===== src/rtl/seg7_pkg.sv =====
// Shared constants for the 7-segment scan block: active-high segment
// patterns in {g,f,e,d,c,b,a} order and the width helpers.
package seg7_pkg;

  localparam logic [6:0] SEG_0    = 7'h3F;
  localparam logic [6:0] SEG_1    = 7'h06;
  localparam logic [6:0] SEG_2    = 7'h5B;
  localparam logic [6:0] SEG_3    = 7'h4F;
  localparam logic [6:0] SEG_4    = 7'h66;
  localparam logic [6:0] SEG_5    = 7'h6D;
  localparam logic [6:0] SEG_6    = 7'h7D;
  localparam logic [6:0] SEG_7    = 7'h07;
  localparam logic [6:0] SEG_8    = 7'h7F;
  localparam logic [6:0] SEG_9    = 7'h6F;
  localparam logic [6:0] SEG_DASH = 7'h40;
  localparam logic [6:0] SEG_OFF  = 7'h00;

  // Bits needed to count 0..refresh_div-1.
  function automatic int div_width(input int refresh_div);
    return $clog2(refresh_div);
  endfunction

  // Bits needed to index digits 0..digits-1.
  function automatic int idx_width(input int digits);
    return $clog2(digits);
  endfunction

endpackage


===== src/rtl/bcd_to_seg7.sv =====
// Combinational BCD to 7-segment decoder, active-high output.
// Nibbles 10..15 are not BCD and show a dash.
module bcd_to_seg7
  import seg7_pkg::*;
(
  input  logic [3:0] bcd,
  output logic [6:0] seg
);

  // Map one nibble to its segment pattern.
  always_comb begin
    // NOTE: the default arm assigns seg on every path, so no latch is inferred.
    case (bcd)
      4'd0:    seg = SEG_0;
      4'd1:    seg = SEG_1;
      4'd2:    seg = SEG_2;
      4'd3:    seg = SEG_3;
      4'd4:    seg = SEG_4;
      4'd5:    seg = SEG_5;
      4'd6:    seg = SEG_6;
      4'd7:    seg = SEG_7;
      4'd8:    seg = SEG_8;
      4'd9:    seg = SEG_9;
      default: seg = SEG_DASH;
    endcase
  end

endmodule


===== src/rtl/seg7_scan.sv =====
// Time-multiplexed driver for DIGITS packed-BCD digits on one shared
// 7-segment bus. Inputs are captured once per frame (on the wrap to
// digit 0) so a frame never mixes old and new values across digits.
module seg7_scan
  import seg7_pkg::*;
#(
  parameter int DIGITS      = 4,
  parameter int REFRESH_DIV = 50000,
  parameter int ACTIVE_LOW  = 1
) (
  input  logic                  clk,
  input  logic                  rst,
  input  logic [4*DIGITS-1:0]   bcd_in,
  input  logic [DIGITS-1:0]     dp_in,
  input  logic                  blank_lz,
  output logic [DIGITS-1:0]     an,
  output logic [6:0]            seg,
  output logic                  dp
);

  localparam int              DW       = div_width(REFRESH_DIV);
  localparam int              IW       = idx_width(DIGITS);
  localparam logic [DW-1:0]   DIV_LAST = DW'(REFRESH_DIV - 1);
  localparam logic [IW-1:0]   IDX_LAST = IW'(DIGITS - 1);
  localparam logic            POL      = (ACTIVE_LOW != 0);

  logic [DW-1:0]         divider;
  logic [IW-1:0]         idx;
  // Digit 0 is always decoded from the live inputs on the wrap edge, so
  // only the upper digits need to be held for the rest of the frame.
  logic [4*DIGITS-1:4]   snap_bcd;
  logic [DIGITS-1:1]     snap_dp;

  logic                  tick;
  logic [IW-1:0]         next_idx;
  logic [DIGITS-1:1]     lz_mask;
  logic                  zero_above;
  logic [3:0]            sel_bcd;
  logic                  sel_dp;
  logic                  sel_blank;
  logic [6:0]            dec_seg;
  logic [6:0]            seg_next;
  logic [DIGITS-1:0]     an_next;

  assign tick     = (divider == DIV_LAST);
  assign next_idx = (idx == IDX_LAST) ? '0 : idx + IW'(1);

  // Leading-zero mask on the frame snapshot: digit k is a leading zero
  // when it and every digit above it are zero.
  always_comb begin
    lz_mask    = '0;
    zero_above = 1'b1;
    for (int k = DIGITS - 1; k >= 1; k--) begin
      zero_above = zero_above & (snap_bcd[4*k +: 4] == 4'd0);
      lz_mask[k] = zero_above;
    end
  end

  // Pick the nibble, dp request and blanking for the digit about to light.
  always_comb begin
    sel_bcd   = bcd_in[3:0];
    sel_dp    = dp_in[0];
    sel_blank = 1'b0;
    for (int k = 1; k < DIGITS; k++) begin
      if (next_idx == IW'(k)) begin
        sel_bcd   = snap_bcd[4*k +: 4];
        sel_dp    = snap_dp[k];
        sel_blank = blank_lz & lz_mask[k];
      end
    end
  end

  bcd_to_seg7 u_dec (
    .bcd (sel_bcd),
    .seg (dec_seg)
  );

  assign seg_next = sel_blank ? SEG_OFF : dec_seg;
  assign an_next  = DIGITS'(1) << next_idx;

  // Refresh divider, digit scan, frame snapshot and registered outputs.
  always_ff @(posedge clk or posedge rst) begin
    // NOTE: state uses non-blocking assignments so every flop samples pre-edge values.
    if (rst) begin
      divider  <= '0;
      idx      <= IDX_LAST;
      snap_bcd <= '0;
      snap_dp  <= '0;
      an       <= {DIGITS{POL}};
      seg      <= SEG_OFF ^ {7{POL}};
      dp       <= POL;
    end else begin
      divider <= tick ? '0 : divider + DW'(1);
      if (tick) begin
        idx <= next_idx;
        if (next_idx == '0) begin
          snap_bcd <= bcd_in[4*DIGITS-1:4];
          snap_dp  <= dp_in[DIGITS-1:1];
        end
        an  <= an_next ^ {DIGITS{POL}};
        seg <= seg_next ^ {7{POL}};
        dp  <= sel_dp ^ POL;
      end
    end
  end

endmodule


===== config.mk =====
export PLATFORM = sky130hd
export DESIGN_NAME = seg7_scan
export DESIGN_NICKNAME = d
export VERILOG_FILES = /design/src/rtl/seg7_pkg.sv /design/src/rtl/bcd_to_seg7.sv /design/src/rtl/seg7_scan.sv
export SDC_FILE = /design/constraint.sdc
export NUM_CORES = 1
export LEC_CHECK = 0
export ABC_AREA = 1
export ABC_CLOCK_PERIOD_IN_PS = 2900
export CAP_MARGIN = 30
export CORE_UTILIZATION = 50
export DETAILED_ROUTE_END_ITERATION = 10
export PLACE_DENSITY = 0.76
export SLEW_MARGIN = 20
export SYNTH_ARGS = -nofsm -noshare
export SYNTH_HDL_FRONTEND = slang
export SYNTH_SLANG_ARGS = --single-unit

===== constraint.sdc =====
create_clock -name clk -period 2.9 [get_ports clk]
set_clock_uncertainty 0.1 [all_clocks]
set_input_delay 0.725 -clock clk [delete_from_list [all_inputs] [get_ports clk]]
set_output_delay 0.725 -clock clk [all_outputs]
set_load 0.1 [all_outputs]

==> After elaboration in Yosys (flattened, before gate mapping) <==
Memory sizes are Yosys's and may differ from the RTL's.
Cells that the tools add are included.
{ "word_totals": {"mem_count": 1, "wordCells": 41, "output_inout_bits": 12, "rom_bits": 112, "reg_bits": 45, "inputBits": 23} }
{ "memory_table": {"columns": ["name", "depth", "width", "read_ports", "rd_clocked_by_memory_dff", "wr", "line_no", "source"], "rows": [
  ["(no name shown)", 16, 7, 1, 0, 0, "bcd_to_seg7.sv:13", "case (bcd)"]
]} }
{ "classes": {"shifts": 1, "bitwise": 8, "reduce_logical": 5, "mux": 12, "add_sub_neg": 2, "n_eq_ne": 5} }
{ "ops": {"columns": ["cell", "n"], "rows": [
  ["$add 16x1->16 const B", 1],
  ["$eq 16x16->1 const B", 1],
  ["$mux 16", 1],
  ["$logic_not 4->1", 3],
  ["$mux 4", 3],
  ["$mux 7", 1],
  ["$not 7->7", 1],
  ["$eq 2x2->1 const B", 3],
  ["$mux 1", 6],
  ["$and 1x1->1", 5],
  ["$not 4->4", 1],
  ["$shl 1x2->4 const A", 1],
  ["$add 2x1->2 const B", 1],
  ["$eq 2x1->1 const B", 1],
  ["$logic_not 2->1", 1],
  ["$mux 2", 1],
  ["$reduce_and 2->1", 1],
  ["$not 1->1", 1]
]} }

==> Logic depth before layout (Yosys ltp) <==
Gate-level depths: netlist of the first run.
{ "depth": {"ltp_word": 9, "ltp_mapped": 14, "mapped_depth_nobuf": 14} }

==> Hierarchy <==
Synthesis of the first run repeated with hierarchy kept, for this count alone.
{ "hier_totals": {"hier_cells": 316, "area_unflattened_um2": 2501.1} }
{ "modules_own_cells": {"columns": ["module", "area_per_inst_um2", "n_inst", "cells_each", "seq_area_each_um2"], "rows": [
  ["seg7_scan", 2308.5, 1, 280, 1143.6],
  ["bcd_to_seg7", 192.7, 1, 36, 0.0]
]} }

==> Least setup slack after synthesis of the first run <==
No wires, ideal clock.
{ "synth_timing": {"kind": "flip-flop to flip-flop", "start": "reg idx[1]", "end": "reg seg[1]", "required_time_ns": 2.727, "arrival_time_ns": 2.078, "setup_ns": 0.073, "period_less_slack_ns": 2.251, "slack_ns": 0.649, "stages_incl_launch_ff": 10, "n_path_buf": 0, "cell_sequence": "dfstp_2 > inv_1 > ha_1 > inv_1 > nand3_1 > a21oi_2 > inv_1 > ha_1 > or2_2 > a21oi_1"} }
{ "synth_between": {"elab_chain_cells": 9, "word_cells_on_any_way": 15, "cone_classes": "1 x add/sub; 4 x eq/ne; 8 x mux; 1 x bitwise; 1 x memory"} }
{ "synth_rtl": {"columns": ["element", "line_no", "source"], "rows": [
  ["from (decl)", "seg7_scan.sv:28", "logic [IW-1:0] idx;"],
  ["from (signal assigned)", "seg7_scan.sv:95", "idx <= next_idx;"],
  ["$add 2x1->2 / $eq 2x2->1 (equally long branches)", "seg7_scan.sv:46", "assign next_idx = (idx == IDX_LAST) ? '0 : idx + IW'(1);"],
  ["$mux 2 (*)", "seg7_scan.sv:46", null],
  ["$eq 2x1->1", "seg7_scan.sv:65", "if (next_idx == IW'(k)) begin"],
  ["$mux 4 (3 in series)", "seg7_scan.sv:65", null],
  ["$mem_v2 16x7", null, null],
  ["$mux 7 (*)", "seg7_scan.sv:78", "assign seg_next = sel_blank ? SEG_OFF : dec_seg;"],
  ["$not 7->7 (no source line) (*)", null, null],
  ["to (signal assigned)", "seg7_scan.sv:90", "seg <= SEG_OFF ^ {7{POL}};"],
  ["to (signal assigned)", "seg7_scan.sv:101", "seg <= seg_next ^ {7{POL}};"],
  ["to (decl)", "seg7_scan.sv:17", "output logic [6:0] seg,"]
]} }
Every way passes the cells marked *; elsewhere a longest branch is shown, timed or not.
A chain may end at the register's enable or synchronous reset.

==> Final worst setup path of the first run <==
Same ends and word-level chain as after synthesis.

==> results.toml, run 1 <==
[synthesis]
yosys_warnings = 0
syn-num-nets = 338
synth-seq-cells = 45
synth-compound-area-share_pct = 7.97
synth_top_area_share_pct = 31.7
synthAdderAreaFrac_pct = 5.11
synth_mux_area_share_pct = 0
synth_top_family_by_area = "simple AND/OR/NAND/NOR gates"
syn_area_per_cell_sq_um = 8.03
syn_inst = 305
syn_area_sq_um = 2450
yosys.cell_types.count = 33
ys_seq_area_share_pct = 46.7
synth-simple-area-share_pct = 29.6
synth_area_leader_cell = "dfrtp_1"
synth_area_leaders = "dfrtp_1, dfstp_2, nand2_1"
synthXorXnorAreaFrac_pct = 2.15

[pwr]
ir_worst_vdd_uv = 167
finalPower_w = 0.00117
p_clk_share_pct = 42.4
p_int_w = 0.000936
power.density_nw_per_um2 = 399
p_sw_share_pct = 19.7
pwr-share-comb_pct = 3.7
cellLeakagePower_nw = 1.42
power_frac_seq_pct = 53.9
power.switching_w = 0.000230

[global_route]
grt_first_pass_wirelength_mm = 8.27
antenna_found_initial = 0
grt_overflow = 0
grt.total_usage_pct = 20.7
first_global_vias = 1935
grt_max_degree = 46

[clocking]
cts-resized-gates = 0
root_buffer = "clkbuf_8"
clk_latency_ps = 300
clock_sinks = 45
htreeDepth = 2
cts_buffer_depth = 2
path_clk_slew_ps = 80
cts-buffers-inserted = 5
cts_hold_buffers = 0
cts_setup_buffers = 0
cts_tree = "done"

[routing]
dr.pass1.iters = 4
vias_per_cell = 4.87
wl_per_cell_um = 11.7
ant_nets = 0
vias = 1997
drc_errors = 0
drtIter0Drc = 95
totalWireLength_mm = 4.80

[die]
fp-row-count = 25
fp.dieW_um = 72.0
die_h_um = 72.0
die-area_sq_um = 5180
fp.coreArea_sq_um = 4720
ios = 35
start_util_pct = 51.9

[final_layout]
final_cell_mix = "nand2_1, inv_1, dfrtp_1"
area_delta_synth_final_pct = 19.3
n_antenna_cell = 0
n_fill_cell = 412
final_common_cell = "nand2_1"
nNetsFinal = 375
drive_gt1_share_pct = 16.3

[timing]
fin_crit_sh_pct = 86.0
fin_tns_setup_ps = 0
relSlewSlack_pct = 62.9
final-max-slew-violation-count = 0
fmax_ghz = 0.401
setup_viol = 0
finalHoldViolations = 0
rsz0062_at_grt = "no"
tightest_slew_ps = 556
period_needed_ps = 2490

[worst_setup_path]
rr_worst_depth = 9
crit_fanout = 7
r2r-start = "idx[1]$_DFFE_PP1N_"
arrival_ps = 2630
cp-start-kind = "register"
reg2reg_to = "seg[1]$_DFFE_PP1N_"
endpoint_kind = "register"
required_ps = 3040
r2r_setup_slack_ps = 410
crit_type = "reg2reg"

[run]
drv_cap = 0

[min_path]
holdPathEnd = "divider[0]$_DFF_PP0_"
hp-start = "divider[0]$_DFF_PP0_"
hold_class = "reg2reg"
min_path_cells = 1

[outcome]
status = "finished, final reports clean"

[placed_design]
hpwl_mm = 3.58
portBuffers = 34
place.gp.congestion = 0.847
==> worst max-delay path, stage by stage, from the launching register on <==
cell	delay (ps)
dfstp_2	560
inv_1	80
ha_1	250
inv_1	180
nand3_1	130
a21oi_2	250
inv_1	120
ha_1	320
or2_2	300
a21oi_1	140
==> how the worst max path moves through the flow <==
stage	slack, ps	end	from	cells after the start
after floorplan	650	seg[1]$_DFFE_PP1N_	idx[1]$_DFFE_PP1N_	9
after global routing	250	seg[1]$_DFFE_PP1N_	idx[1]$_DFFE_PP1N_	9
final	410	seg[1]$_DFFE_PP1N_	idx[1]$_DFFE_PP1N_	9
after detailed placement	310	seg[1]$_DFFE_PP1N_	bcd_in[1]	8
after CTS	400	seg[1]$_DFFE_PP1N_	idx[1]$_DFFE_PP1N_	9
after global placement	350	seg[1]$_DFFE_PP1N_	bcd_in[1]	8
==> cells by family after synthesis <==
| kind of cell | count (synthesis) |
|---|---|
| buffers and inverters | 47 |
| and+or+nand+nor | 163 |
| adders and majority gates | 10 |
| AOI/OAI and AO/OA | 34 |
| DFF | 45 |
| xor gates and xnor gates | 6 |
==> cell usage after synthesis, drive strengths merged <==
master  number
or2          3
o22ai        1
nand2       93
nor3        10
dfstp       14
a31oi        1
inv         40
nand4        5
nor4         1
nor2        29
o21ai       18
nand3b       1
nand3       19
ha          10
clkinv       2
nor3b        2
xor2         6
a21oi       14
clkbuf       2
dfrtp       31
buf          3
==> state kept, by name, summed over array words and instances, names as in the netlist <==
register,count
snap_bcd,12
dp,1
snap_dp,3
an,4
seg,7
divider,16
idx,2
==> power by group through the flow <==
stage,Clock [W],Sequential [W],Combinational (W)
2_1_floorplan,0,0.000640,0.00000928
3_3_place_gp,0,0.000640,0.0000436
3_5_place_dp,0,0.000640,0.0000444
4_1_cts,0.000504,0.000628,0.0000444
5_1_grt,0.000533,0.000628,0.0000476
6_report,0.000495,0.000628,0.0000430
==> per-layer routing <==
metal	GRT usage (%)	share of wire, %	vias to the layer above
li1	-	-	1037
met3	5.00	4.0	12
met4	7.19	2.4	0
met2	36.8	51	40
met1	24.5	43	908
met5	0	0	-
==> area by class of cell <==
cell class	instances	area (sq um)	area share [%]
clock buffers	7	86.3	2.95
clock inverters	1	30.0	1.03
inverters	42	163	5.57
multi-input cells	213	1100	37.6
flip-flops and latches	45	1140	39.1
well taps	67	83.8	2.87
repair buffers	35	318	10.9
==> through the flow <==
step | cell area, sq um | std cells | hold WS [ps] | utilization [%] | setup WS [ps]
finish | 2920 | 410 | 362 | 61.9 | 407
global route | 2920 | 410 | 398 | 61.9 | 249
CTS | 2920 | 410 | 368 | 61.9 | 399
detailed placement | 2810 | 402 | 356 | 59.4 | 311
global placement | 2810 | 402 | 352 | 59.4 | 347
floorplan | 2450 | 305 | 331 | - | 649
(Power assumes the default switching activity.)
==> run 2: changes to the inputs <==
--- a/config.mk
+++ b/config.mk
@@ -10,6 +10,7 @@
 export CAP_MARGIN = 30
 export CORE_UTILIZATION = 50
 export DETAILED_ROUTE_END_ITERATION = 10
+export GPL_ROUTABILITY_DRIVEN = 0
 export PLACE_DENSITY = 0.76
 export SLEW_MARGIN = 20
 export SYNTH_ARGS = -nofsm -noshare
==> results of run 2 <==
No change in the layout: final DEF, timing and power equal those of run 1.
==> run 3: changes to the inputs <==
--- a/config.mk
+++ b/config.mk
@@ -8,10 +8,10 @@
 export ABC_AREA = 1
 export ABC_CLOCK_PERIOD_IN_PS = 2900
 export CAP_MARGIN = 30
-export CORE_UTILIZATION = 50
+export CORE_UTILIZATION = 40
 export DETAILED_ROUTE_END_ITERATION = 10
 export GPL_ROUTABILITY_DRIVEN = 0
-export PLACE_DENSITY = 0.76
+export PLACE_DENSITY = 0.64
 export SLEW_MARGIN = 20
 export SYNTH_ARGS = -nofsm -noshare
 export SYNTH_HDL_FRONTEND = slang
==> results.toml, run 3 (synthesis results as in run 1) <==
[routing]
drc_errors = 0
vias_per_cell = 4.74
vias = 1988
totalWireLength_mm = 4.82
wl_per_cell_um = 11.5
dr.pass1.iters = 4
ant_nets = 0
drtIter0Drc = 67

[final_layout]
top_register = "divider"
final_cell_mix = "nand2_1, inv_1, dfrtp_1"
area_delta_synth_final_pct = 18.8
largest_register_ffs = 16
nNetsFinal = 376
top_regs = "divider x16, snap_bcd x12, seg x7"
n_antenna_cell = 0
drive_gt1_share_pct = 16.9
final_util_pct = 49.2
final_common_cell = "nand2_1"

[clocking]
cts-buffers-inserted = 5
root_buffer = "clkbuf_8"
cts_tree = "done"
cts_buffer_depth = 2
cts-resized-gates = 0
htreeDepth = 2
clk_latency_ps = 300
cts_hold_buffers = 0
cts_setup_buffers = 0
path_clk_slew_ps = 90
clock_sinks = 45

[global_route]
grt.total_usage_pct = 16.7
grt_overflow = 0
antenna_found_initial = 0
grt_max_degree = 25
grt_first_pass_wirelength_mm = 8.25
first_global_vias = 1936

[timing]
fmax_ghz = 0.397
setup_viol = 0
fin_crit_sh_pct = 86.8
fin_hold_ws_ps = 380
period_needed_ps = 2520
rsz0062_at_grt = "no"
relSlewSlack_pct = 59.2
tightest_slew_ps = 608
finalHoldViolations = 0
fin_tns_setup_ps = 0
final-max-slew-violation-count = 0

[worst_setup_path]
r2r-start = "idx[1]$_DFFE_PP1N_"
rr_worst_depth = 9
crit_fanout = 7
required_ps = 3030
r2r_setup_slack_ps = 380
endpoint_kind = "register"
cp-start-kind = "register"
crit_type = "reg2reg"
arrival_ps = 2650
reg2reg_to = "seg[1]$_DFFE_PP1N_"
startpoint = "idx[1]$_DFFE_PP1N_"

[run]
drv_cap = 0

[min_path]
hold_class = "reg2reg"
holdPathEnd = "divider[0]$_DFF_PP0_"
hp-start = "divider[0]$_DFF_PP0_"
min_path_cells = 1

[die]
fp-row-count = 28
die-area_sq_um = 6440
ios = 35
fp.coreArea_sq_um = 5920
fp.dieW_um = 80.3
die_h_um = 80.3
start_util_pct = 41.4

[pwr]
cellLeakagePower_nw = 1.41
power.density_nw_per_um2 = 363
finalPower_w = 0.00106
ir_worst_vdd_uv = 164

[placed_design]
hpwl_mm = 3.70
portBuffers = 34

[outcome]
status = "finished, final reports clean"
[run 3: cell types whose count changed in the layout (fill, tap and decap cells not counted)]
cell and change:
clkinv_2 +2, clkbuf_8 -1, clkinv_1 +1, bufinv_16 -1
buf_4 +1, inv_1 -1, clkbuf_1 -1, clkinvlp_4 +1
[run 3: metrics by stage]
stage | setup slack (ps) | std cells | area, sq um
floorplan | 649 | 305 | 2450
global placement | 340 | 411 | 2820
detailed placement | 312 | 411 | 2820
CTS | 396 | 419 | 2910
global route | 249 | 419 | 2910
finish | 383 | 419 | 2910
[run 3: layout make-up]
| cell class | count | area (sq um) |
|---|---|---|
| Inverter | 42 | 163 |
| Tap cell | 75 | 93.8 |
| Multi-Input combinational cell | 213 | 1100 |
| Sequential cell | 45 | 1140 |
| Clock inverter | 3 | 17.5 |
| Fill cell | 600 | 3010 |
| Clock buffer | 5 | 68.8 |
| Timing Repair Buffer | 36 | 325 |
[run 3: how the worst max path moves through the flow]
stage	cells after the start	to	slack, ps
5_1_grt	9	seg[1]$_DFFE_PP1N_	250
4_1_cts	9	seg[1]$_DFFE_PP1N_	400
3_5_place_dp	8	seg[1]$_DFFE_PP1N_	310
6_report	9	seg[1]$_DFFE_PP1N_	380
2_1_floorplan	9	seg[1]$_DFFE_PP1N_	650
3_3_place_gp	8	seg[1]$_DFFE_PP1N_	340
[run 3: per-layer routing]
layer | track usage [%] | share of wire [%] | up-vias
met5 | 0 | 0 | -
met4 | 6.07 | 0.87 | 0
met3 | 3.75 | 3.4 | 4
met2 | 29.7 | 50 | 47
met1 | 19.6 | 46 | 903
li1 | - | - | 1034
[run 3: power by group]
part / switching, W / internal, W
clock network: 0.000217 / 0.000167
registers: 0 / 0.000628
logic: 0.0000168 / 0.0000275
total: 0.000234 / 0.000822
[run 3: critical path: stages (launching register included)]
cell and delay, ps:
dfstp_2 560, inv_1 70, ha_1 260, inv_1 190, nand3_1 140, a21oi_2 250, inv_1 120, ha_1 320
or2_2 290, a21oi_1 140
